`src/rtl/scan_pkg.sv`:
```
// Shared types and defaults for the line-sensor readout sequencer.
package scan_pkg;

    typedef enum logic [2:0] {
        ST_IDLE   = 3'd0,
        ST_SH     = 3'd1,
        ST_DUMMY  = 3'd2,
        ST_ACTIVE = 3'd3,
        ST_GAP    = 3'd4
    } state_t;

    localparam int DEF_SH_CYCLES    = 8;
    localparam int DEF_DUMMY_PIXELS = 32;
    localparam int DEF_MIN_GAP      = 4;
    localparam int PHASE_W          = 16;

    // A phase of N cycles loads N-1 so the zero flag marks its final cycle.
    function automatic logic [PHASE_W-1:0] phase_load(input logic [PHASE_W-1:0] cycles);
        return (cycles == '0) ? '0 : cycles - 1'b1;
    endfunction

endpackage

```
`src/rtl/seq_down_counter.sv`:
```
// Loadable down-counter with zero flag; saturates at zero, load has priority.
module seq_down_counter #(
    parameter int W = 16
) (
    input  logic         rx_clk,
    input  logic         rst,
    input  logic         load,
    input  logic [W-1:0] load_value,
    input  logic         dec,
    output logic         zero
);

    logic [W-1:0] count_reg;

    always_ff @(posedge rx_clk or posedge rst) begin
        if (rst) begin
            count_reg <= '0;
        end else if (load) begin
            count_reg <= load_value;
        end else if (dec && (count_reg != '0)) begin
            count_reg <= count_reg - 1'b1;
        end
    end

    assign zero = (count_reg == '0);

endmodule

```
`src/rtl/scan_line_sequencer.sv`:
```
// Frame sequencer for line-sensor readout: SH pulse, dark-pixel skip, active
// pixel window and an enforced inter-line gap, repeated for cfg_lines lines.
module scan_line_sequencer
    import scan_pkg::*;
#(
    parameter int PIX_W        = 16,
    parameter int LINE_W       = 16,
    parameter int SH_CYCLES    = DEF_SH_CYCLES,
    parameter int DUMMY_PIXELS = DEF_DUMMY_PIXELS,
    parameter int MIN_GAP      = DEF_MIN_GAP
) (
    input  logic              rx_clk,
    input  logic              rst,
    input  logic              start,
    input  logic              abort,
    input  logic              hold,
    input  logic [PIX_W-1:0]  cfg_pixels,
    input  logic [LINE_W-1:0] cfg_lines,
    input  logic [15:0]       cfg_gap,
    output logic              sensor_sh,
    output logic              pix_valid,
    output logic [PIX_W-1:0]  pix_index,
    output logic [LINE_W-1:0] line_index,
    output logic              busy,
    output logic              frame_done,
    output logic              cfg_err
);

    localparam logic [PHASE_W-1:0] SH_LOAD    = PHASE_W'(SH_CYCLES - 1);
    localparam logic [PHASE_W-1:0] DUMMY_LOAD = (DUMMY_PIXELS > 0) ? PHASE_W'(DUMMY_PIXELS - 1) : '0;
    localparam logic [PHASE_W-1:0] MIN_GAP_W  = PHASE_W'(MIN_GAP);

    state_t              state_reg, state_next;
    logic [PIX_W-1:0]    pixels_reg, pixels_next;
    logic [LINE_W-1:0]   lines_reg, lines_next;
    logic [PHASE_W-1:0]  gap_eff_reg, gap_eff_next;
    logic [PIX_W-1:0]    pix_index_reg, pix_index_next;
    logic [LINE_W-1:0]   line_index_reg, line_index_next;
    logic                sensor_sh_reg, pix_valid_reg, busy_reg;
    logic                frame_done_reg, frame_done_next;
    logic                cfg_err_reg, cfg_err_next;

    logic                cnt_load, cnt_dec, cnt_zero;
    logic [PHASE_W-1:0]  cnt_load_value;

    seq_down_counter #(.W(PHASE_W)) u_phase_cnt (
        .rx_clk     (rx_clk),
        .rst        (rst),
        .load       (cnt_load),
        .load_value (cnt_load_value),
        .dec        (cnt_dec),
        .zero       (cnt_zero)
    );

    always_comb begin
        state_next      = state_reg;
        pixels_next     = pixels_reg;
        lines_next      = lines_reg;
        gap_eff_next    = gap_eff_reg;
        pix_index_next  = '0;
        line_index_next = line_index_reg;
        frame_done_next = 1'b0;
        cfg_err_next    = 1'b0;
        cnt_load        = 1'b0;
        cnt_load_value  = '0;
        cnt_dec         = 1'b0;

        case (state_reg)
            ST_IDLE: begin
                if (start && !abort) begin
                    if ((cfg_pixels == '0) || (cfg_lines == '0)) begin
                        cfg_err_next = 1'b1;
                    end else begin
                        pixels_next     = cfg_pixels;
                        lines_next      = cfg_lines;
                        gap_eff_next    = (cfg_gap < MIN_GAP_W) ? MIN_GAP_W : cfg_gap;
                        line_index_next = '0;
                        state_next      = ST_SH;
                        cnt_load        = 1'b1;
                        cnt_load_value  = SH_LOAD;
                    end
                end
            end
            ST_SH: begin
                if (!cnt_zero) begin
                    cnt_dec = 1'b1;
                end else if (DUMMY_PIXELS == 0) begin
                    state_next = ST_ACTIVE;
                end else begin
                    state_next     = ST_DUMMY;
                    cnt_load       = 1'b1;
                    cnt_load_value = DUMMY_LOAD;
                end
            end
            ST_DUMMY: begin
                if (!cnt_zero) begin
                    cnt_dec = 1'b1;
                end else begin
                    state_next = ST_ACTIVE;
                end
            end
            ST_ACTIVE: begin
                if (pix_index_reg == pixels_reg - 1'b1) begin
                    state_next     = ST_GAP;
                    cnt_load       = 1'b1;
                    cnt_load_value = phase_load(gap_eff_reg);
                end else begin
                    pix_index_next = pix_index_reg + 1'b1;
                end
            end
            ST_GAP: begin
                // hold only matters once the minimum gap has elapsed
                if (!cnt_zero) begin
                    cnt_dec = 1'b1;
                end else if (!hold) begin
                    if (line_index_reg == lines_reg - 1'b1) begin
                        state_next      = ST_IDLE;
                        frame_done_next = 1'b1;
                        line_index_next = '0;
                    end else begin
                        state_next      = ST_SH;
                        line_index_next = line_index_reg + 1'b1;
                        cnt_load        = 1'b1;
                        cnt_load_value  = SH_LOAD;
                    end
                end
            end
            default: begin
                state_next = ST_IDLE;
            end
        endcase

        if (abort && (state_reg != ST_IDLE)) begin
            state_next      = ST_IDLE;
            pix_index_next  = '0;
            line_index_next = '0;
            frame_done_next = 1'b0;
        end
    end

    always_ff @(posedge rx_clk or posedge rst) begin
        if (rst) begin
            state_reg      <= ST_IDLE;
            pixels_reg     <= '0;
            lines_reg      <= '0;
            gap_eff_reg    <= '0;
            pix_index_reg  <= '0;
            line_index_reg <= '0;
            sensor_sh_reg  <= 1'b0;
            pix_valid_reg  <= 1'b0;
            busy_reg       <= 1'b0;
            frame_done_reg <= 1'b0;
            cfg_err_reg    <= 1'b0;
        end else begin
            state_reg      <= state_next;
            pixels_reg     <= pixels_next;
            lines_reg      <= lines_next;
            gap_eff_reg    <= gap_eff_next;
            pix_index_reg  <= pix_index_next;
            line_index_reg <= line_index_next;
            sensor_sh_reg  <= (state_next == ST_SH);
            pix_valid_reg  <= (state_next == ST_ACTIVE);
            busy_reg       <= (state_next != ST_IDLE);
            frame_done_reg <= frame_done_next;
            cfg_err_reg    <= cfg_err_next;
        end
    end

    assign sensor_sh  = sensor_sh_reg;
    assign pix_valid  = pix_valid_reg;
    assign pix_index  = pix_index_reg;
    assign line_index = line_index_reg;
    assign busy       = busy_reg;
    assign frame_done = frame_done_reg;
    assign cfg_err    = cfg_err_reg;

endmodule
```
`config.mk`:
```
export PLATFORM = sky130hd
export DESIGN_NAME = scan_line_sequencer
export DESIGN_NICKNAME = d
export VERILOG_FILES = /design/src/rtl/scan_pkg.sv /design/src/rtl/seq_down_counter.sv /design/src/rtl/scan_line_sequencer.sv
export SDC_FILE = /design/constraint.sdc
export NUM_CORES = 1
export LEC_CHECK = 0
export CORE_MARGIN = 2
export CORE_UTILIZATION = 55
export DETAILED_ROUTE_END_ITERATION = 16
export GPL_TIMING_DRIVEN = 0
export PLACE_DENSITY = 0.87
export SETUP_SLACK_MARGIN = 0.4
export SYNTH_ARGS = -nofsm -noshare
export SYNTH_HDL_FRONTEND = slang
export SYNTH_SLANG_ARGS = --single-unit
```
`constraint.sdc`:
```
create_clock -name rx_clk -period 4.3 [get_ports rx_clk]
set_input_delay 0.43 -clock rx_clk [delete_from_list [all_inputs] [get_ports rx_clk]]
set_output_delay 0.43 -clock rx_clk [all_outputs]
set_load 0.01 [all_outputs]
```
==> key figures, run 1 <==
Outcome
  – Status: finished clean

STA
  – RSZ-0062 raised after global routing: no
  – # setup viols final: 0
  – Fmax: ~270 MHz
  – Crit share post-route: 84.8%
  – Final Hold Fails: 0
  – Slew HR: 38.9%
  – Final Max Slew Viols: 0
  – Fin crit period: between 3 and 4 ns
  – Worst-margin pin slew: between 0.9 and 1 ns
  – Final clock skew: roughly 0.0082 ns

Final layout
  – Fin cells: between 900 and 1000
  – Fill cells: 855
  – Layout cells sized above 1: between 10% and 20%
  – Ant diodes: 0
  – Design area: approximately 7700 µm²
  – Final Util: 68.2%
  – Area Growth Syn to Fin: 22.3%
  – Final net count: 820

Route
  – Drc violations: 0
  – WL/cell: 17.9 µm
  – DRT iter0 DRCs: 412
  – DR vias/cell: 6.21
  – Drt first pass iters: 5
  – ANT nets after route: 0
  – Vias: approximately 5600
  – Drt total wl: ~16000 µm

Clock network
  – Clk Latency, worst-skew pair: approximately 0.36 ns
  – Total CTS buffers: 9
  – CTS clk-pin slew, worst paths: around 0.080 ns
  – H-tree levels: 3
  – Clk buf depth: 2
  – Root buf cell: clkbuf_16
  – Post-CTS Setup Inserts: 0
  – CTS tree: done
  – # resized after CTS: 0
  – Hold Buf Count CTS: 0
  – Clock Sinks: 104

Power and ir drop
  – LEAKAGE: between 2 and 3 nW
  – PnR Total Power: between 4 and 5 mW
  – Worst VDD drop: about 0.35 mV
  – Power per cell area: between 500 and 600 nW/µm²

Synthesis
  – Cell taking the most area after synthesis: dfrtp_1
  – Post-synth top cells: dfrtp_1, nor2_1, xnor2_1
  – Largest cells by area after synthesis: dfrtp_1, mux2_2, xnor2_1
  – Seq/Total Area, Yosys: 41.4%
  – Synth Register Bits: 104
  – Top cell type's share of synthesized area: 41.4%
  – EDFF count, synth: 0
  – Synth unique cells: 70
  – Async set-reset flop share out of synthesis: between 90% and 100%
  – Count leader, synth: dfrtp_1
  – Synth Net Count: 719
  – Post-Synthesis Cells: ~660
  – Yosys warnings: 0
  – Avg Inst Size Synth: roughly 9.5 µm²
  – Primary FF master, synth: dfrtp_1
  – Syn Std Cell Area: between 6000 and 7000 µm²

Place
  – IO Port Bufs: slightly below 90
  – Final Wtd Congestion: ~0.91
  – Placed cell areas: approximately 7400 µm²
  – Placed cell count: between 800 and 900
  – Post-DP HPWL: between 10000 and 15000 µm

Setup path
  – Worst path max stage delay: between 0.4 and 0.5 ns
  – Crit Path Max Fanout: 10
  – Worst path slowest cell: or4b_4
  – Startpoint type of the worst setup path: register
  – Kind of critical path: reg2reg
  – Arrival time worst endpoint: 3.90 ns
  – Cell Chain, Critical Path: inv_1 > ha_1 > or4b_4 > buf_6 > nor4b_2 > mux2i_1 > a31oi_1 > o2111ai_1 > o21ai_2 > or2_1 > buf_2 > o31ai_1
  – FF-to-FF Start: lines_reg[0]
  – Crit path launch: lines_reg[0]
  – Critical Path End Type: register
  – Crit path required time: ~4.6 ns

Global route
  – Antenna violations before repair: 0
  – First-pass GRT wire length: approximately 27000 µm
  – Vias in the first global route: ~5600
  – GRT overflow: 0
  – Largest net degree at the start of global routing: between 60 and 70
  – GRT Overall Usage: about 27%

Floorplanning
  – Rows: 39
  – Initial Util: 55.7%
  – Die H: 111 µm
  – Die X-Extent: approximately 110 µm
  – Core area: between 10000 and 15000 µm²
  – Ports: 90
  – DIE AREA: 12300 µm²

Job
  – Max Cap Viol: 0

Hold path
  – HP Class: reg2reg
  – Hold_sp: lines_reg[15]
==> path summary, 6_finish.rpt <==
check	end	slack, ns	depth (start not counted)
min in group asynchronous	gap_eff_reg[7]	0.57	2
hold / removal	lines_reg[15]	0.54	1
hold reg to reg	lines_reg[15]	0.54	1
max in group asynchronous	line_index[10]	3.03	3
setup reg to reg	line_index[15]	0.66	12
setup / recovery	line_index[15]	0.66	12
==> layout by cell type (no fill, tap or decap), drive strengths merged, types with 3 or more instances in the layout <==
master	instances
nor3	25
o2111ai	3
ha	8
xnor2	49
xor2	25
o22ai	5
nand3b	4
mux2	45
nand4	8
or3	12
nor2	75
a21oi	13
nand3	30
inv	18
nor3b	4
a221o	5
nand2b	14
and3	13
o31ai	3
nor2b	6
or4b	3
clkbuf	23
nand2	36
dfrtp	104
o41ai	4
o211ai	5
o21ai	49
nand4b	3
clkdlybuf4s50	89
buf	14
a211o	3
or2	5
or4	7
o21a	3
nor4	26
==> report_power, final <==
part           total, mW  switching [mW]  internal (mW)
Sequential          1.66           0.378           1.28
Combinational       1.69           0.886          0.809
Clock              0.871           0.407          0.464
==> stage by stage <==
step           TNS, ns  worst slack [ns]  hold WS [ns]
4_1_cts              0             0.676         0.545
3_3_place_gp    -32.96            -0.325         0.513
3_5_place_dp         0             0.654         0.528
6_report             0             0.655         0.542
5_1_grt              0             0.421         0.550
2_1_floorplan        0              1.11         0.493
==> worst max-delay path, delay by kind of cell, from the launching register on <==
family / cells / cell delay, ns
DFF: 1 / 0.44
AOI/OAI and AO/OA: 4 / 0.99
muxes: 1 / 0.25
buffers and inverters: 3 / 0.45
and+or+nand+nor: 3 / 1.15
adders and majority gates: 1 / 0.23
==> routing by layer <==
layer  GRT usage, %  wire length, µm  share of wire, %
met5              0                0                 0
met4           13.3              601               3.7
met3           3.88              931               5.7
met2           44.3             7840                48
met1           35.5             6870                42
==> cell families (layout without fill, tap and decap cells) <==
kind of cell / count (synthesis) / after routing / synth area share (%)
fa+ha+maj: 9 / 9 / 1.75
flops: 104 / 104 / 41.4
simple gates: 278 / 278 / 24.1
xor+xnor: 74 / 74 / 10.3
mux: 47 / 47 / 8.39
buf+inv: 41 / 147 / 2.95
compound gates: 105 / 105 / 11.0
==> layout make-up <==
type	count	area, µm²	area share (%)
sequential	104	2600	33.9
multi-input combinational	513	3490	45.5
buffer	27	133	1.73
inverter	14	55.1	0.717
tap	143	179	2.33
timing repair buffer	90	911	11.9
clock inverter	7	85.1	1.11
clock buffer	9	225	2.93
No activity file was read; power rests on OpenSTA's default activity.
==> run 2, diff against run 1 <==
- CORE_UTILIZATION: 55 -> 50
- PLACE_DENSITY: 0.87 -> 0.84
- clock period: 4.3 -> 3.15 ns (I/O delays scaled with it)
==> run 2 against run 1 <==
The flow now finishes with violations (setup timing). Die area is 9.6% higher. Sequential share of layout area is 3.4 points lower. Cell count is 6.8% higher. Routed wire length is 11% higher. Global-route usage is 0.67 points lower. Hold slack worse by 0.097 ns. First-iteration DRC count is 1.5% lower. Clock power is 47% higher. Design area is 11% higher. Count of clock-buffer cells in the layout is 2 higher. Via count is 2.2% higher. Setup slack worse by 0.88 ns. Critical path type unchanged. Largest cell class unchanged. Largest power group unchanged.
==> key figures, run 2 (synthesis gave the netlist of run 1 again) <==
Final layout
  – Most frequent cells in the layout: dfrtp_1, clkdlybuf4s50_1, nor2_1, xnor2_1, mux2_2
  – Fill cells: 868 (+1.5%)
  – Final net count: 857 (+4.5%)
  – Layout cells sized above 1: 24.1% (+12 points)
  – Design area: 8550 µm² (+11%)
  – Ant diodes: 0 (unchanged)
  – Multi-input gate area: 3850 µm² (+10%)
  – Register area: 2610 µm² (+0.14%)
  – Fin cells: 969 (+6.8%)
  – Area Growth Syn to Fin: 36.1%
  – Commonest non-fill, non-tap cell in the layout: dfrtp_1

Floorplanning
  – Ports: 90 (unchanged)
  – Core area: 12100 µm² (+7.4%)
  – Die H: 116 µm (+4.7%)
  – Rows: 40 (+2.6%)
  – DIE AREA: 13500 µm² (+9.6%)
  – Initial Util: 51.8% (-3.9 points)
  – Die X-Extent: 116 µm (+4.7%)

Setup path
  – Kind of critical path: reg2reg
  – Startpoint type of the worst setup path: register
  – Critical Path End Type: register
  – Worst R2R Path Depth: 13 (+1)
  – Crit path required time: 3.42 ns (-1.13 ns)
  – Crit Path Max Fanout: 6 (-4)
  – Arrival time worst endpoint: 3.65 ns (-0.25 ns)

Place
  – Placed cell areas: 7510 µm² (+1.9%)
  – Final Wtd Congestion: 0.882 (-3.2%)
  – IO Port Bufs: 89 (unchanged)
  – Placed cell count: 917 (+2.9%)
  – Post-DP HPWL: 12200 µm (+2.0%)

STA
  – RSZ-0062 raised after global routing: yes
  – Final clock skew: 0.0114 ns (+0.00318 ns)
  – Fin crit period: 3.38 ns (-0.269 ns)
  – Final Max Slew Viols: 0 (unchanged)
  – Worst setup margin: -0.226 ns (-0.881 ns)
  – Sum Neg Setup Slack: -2.14 ns (-2.14 ns)
  – Slew HR: 42.5% (+3.6 points)
  – Final Hold Fails: 0 (unchanged)
  – Crit share post-route: 107% (+22 points)
  – Worst-margin pin slew: 0.855 ns (-0.0534 ns)
  – Fmax: 296 MHz (+8.0%)
  – # setup viols final: 28 (+28)

Global route
  – Antenna violations before repair: 0 (unchanged)
  – First-pass GRT wire length: 27600 µm (+0.96%)
  – GRT Overall Usage: 26.4% (-0.67 points)
  – Largest net degree at the start of global routing: 45 (-29%)
  – Vias in the first global route: 5508 (-0.90%)
  – GRT overflow: 0 (unchanged)

Clock network
  – H-tree levels: 3 (unchanged)
  – Hold Buf Count CTS: 0 (unchanged)
  – Root buf cell: clkbuf_16
  – Clk buf depth: 2 (unchanged)
  – Clock Sinks: 104 (unchanged)
  – Clk Latency, worst-skew pair: 0.37 ns (about the same)
  – Total CTS buffers: 9 (unchanged)
  – CTS tree: done
  – CTS clk-pin slew, worst paths: 0.07 ns (about the same)

Route
  – DRT iter0 DRCs: 406 (-1.5%)
  – ANT nets after route: 0 (unchanged)
  – DR vias/cell: 5.94 (-4.3%)
  – Drc violations: 0 (unchanged)
  – Drt first pass iters: 7 (+2)
  – Vias: 5756 (+2.2%)
  – WL/cell: 18.6 µm (+4.0%)
  – Drt total wl: 18100 µm (+11%)

Job
  – Max Cap Viol: 0 (unchanged)

Power and ir drop
  – LEAKAGE: 3.33 nW (+11%)
  – Worst VDD drop: 0.375 mV (+8.0%)
  – PnR Total Power: 6.38 mW (+51%)
  – Power per cell area: 747 nW/µm² (+36%)

Outcome
  – Status: complete, but fails checks
  – Violated checks: setup timing

Hold path
  – HP Class: in2async
run 2: cell count changes in the layout (fill, tap and decap cells not counted), moves of 6 or more:
cell	before	now
buf_6	3	17
clkbuf_2	0	6
nor2_1	74	57
o21ai_0	30	22
clkbuf_1	14	8
nor2_4	1	18
buf_4	1	24
run 2: path summary, 6_finish.rpt:
path / from / to / slack [ns]
max: lines_reg[0] / u_phase_cnt.count_reg[3] / -0.23
min: rst / pix_valid / 0.44
max reg2reg: lines_reg[0] / u_phase_cnt.count_reg[3] / -0.23
min reg2reg: lines_reg[15] / lines_reg[15] / 0.53
max in group asynchronous: rst / pixels_reg[6] / 2.01
min in group rx_clk: start / cfg_err / 0.50
run 2: critical path: stages, from the launching register on:
cell,delay (ns)
dfrtp_2,0.43
inv_2,0.07
ha_4,0.12
or4b_4,0.45
buf_6,0.15
or4b_4,0.48
a311oi_2,0.29
o2111ai_2,0.22
o2111ai_2,0.30
buf_4,0.16
and2_4,0.15
buf_6,0.11
nand3b_1,0.10
a32oi_1,0.26
run 2: area by class of cell:
class,instances,area share (%)
inverters,14,0.659
flip-flops and latches,104,30.5
repair buffers,127,14.9
clock buffers,11,2.96
multi-input cells,513,45.0
plain buffers,27,2.52
well taps,168,2.46
clock inverters,5,0.995
run 2: routing by layer:
layer  up-vias  wire [µm]  GRT usage, %
met5         -          0             0
met4         0        505          11.0
met2       219       9110          45.7
met3        40       1060          3.77
met1      2830       7380          33.2
li1       2667          -             -
run 2: where the power goes:
| part | total, mW | leakage (nW) | internal, mW | switching [mW] |
|---|---|---|---|---|
| registers | 2.28 | 1.33 | 1.75 | 0.527 |
| clock network | 1.28 | 0.163 | 0.746 | 0.534 |
| logic | 2.82 | 1.84 | 1.40 | 1.42 |
run 2: what timing repair did:
| action | CTS | global route |
|---|---|---|
| resized for setup | 52 | 58 |
| setup buffers | 23 | 12 |
| pin swaps | 37 | 17 |
| setup endpoints to repair | 94 | 86 |
| gates cloned | 1 | 0 |
run 2: metrics by stage:
step / utilization (%) / setup slack, ns / hold WS, ns
after floorplan: - / 0.0539 / 0.451
after global placement: 61.7 / -0.355 / 0.515
after detailed placement: 62.0 / -0.410 / 0.518
after CTS: 68.0 / -0.0900 / 0.479
after global routing: 70.6 / -0.336 / 0.518
final: 70.6 / -0.226 / 0.445
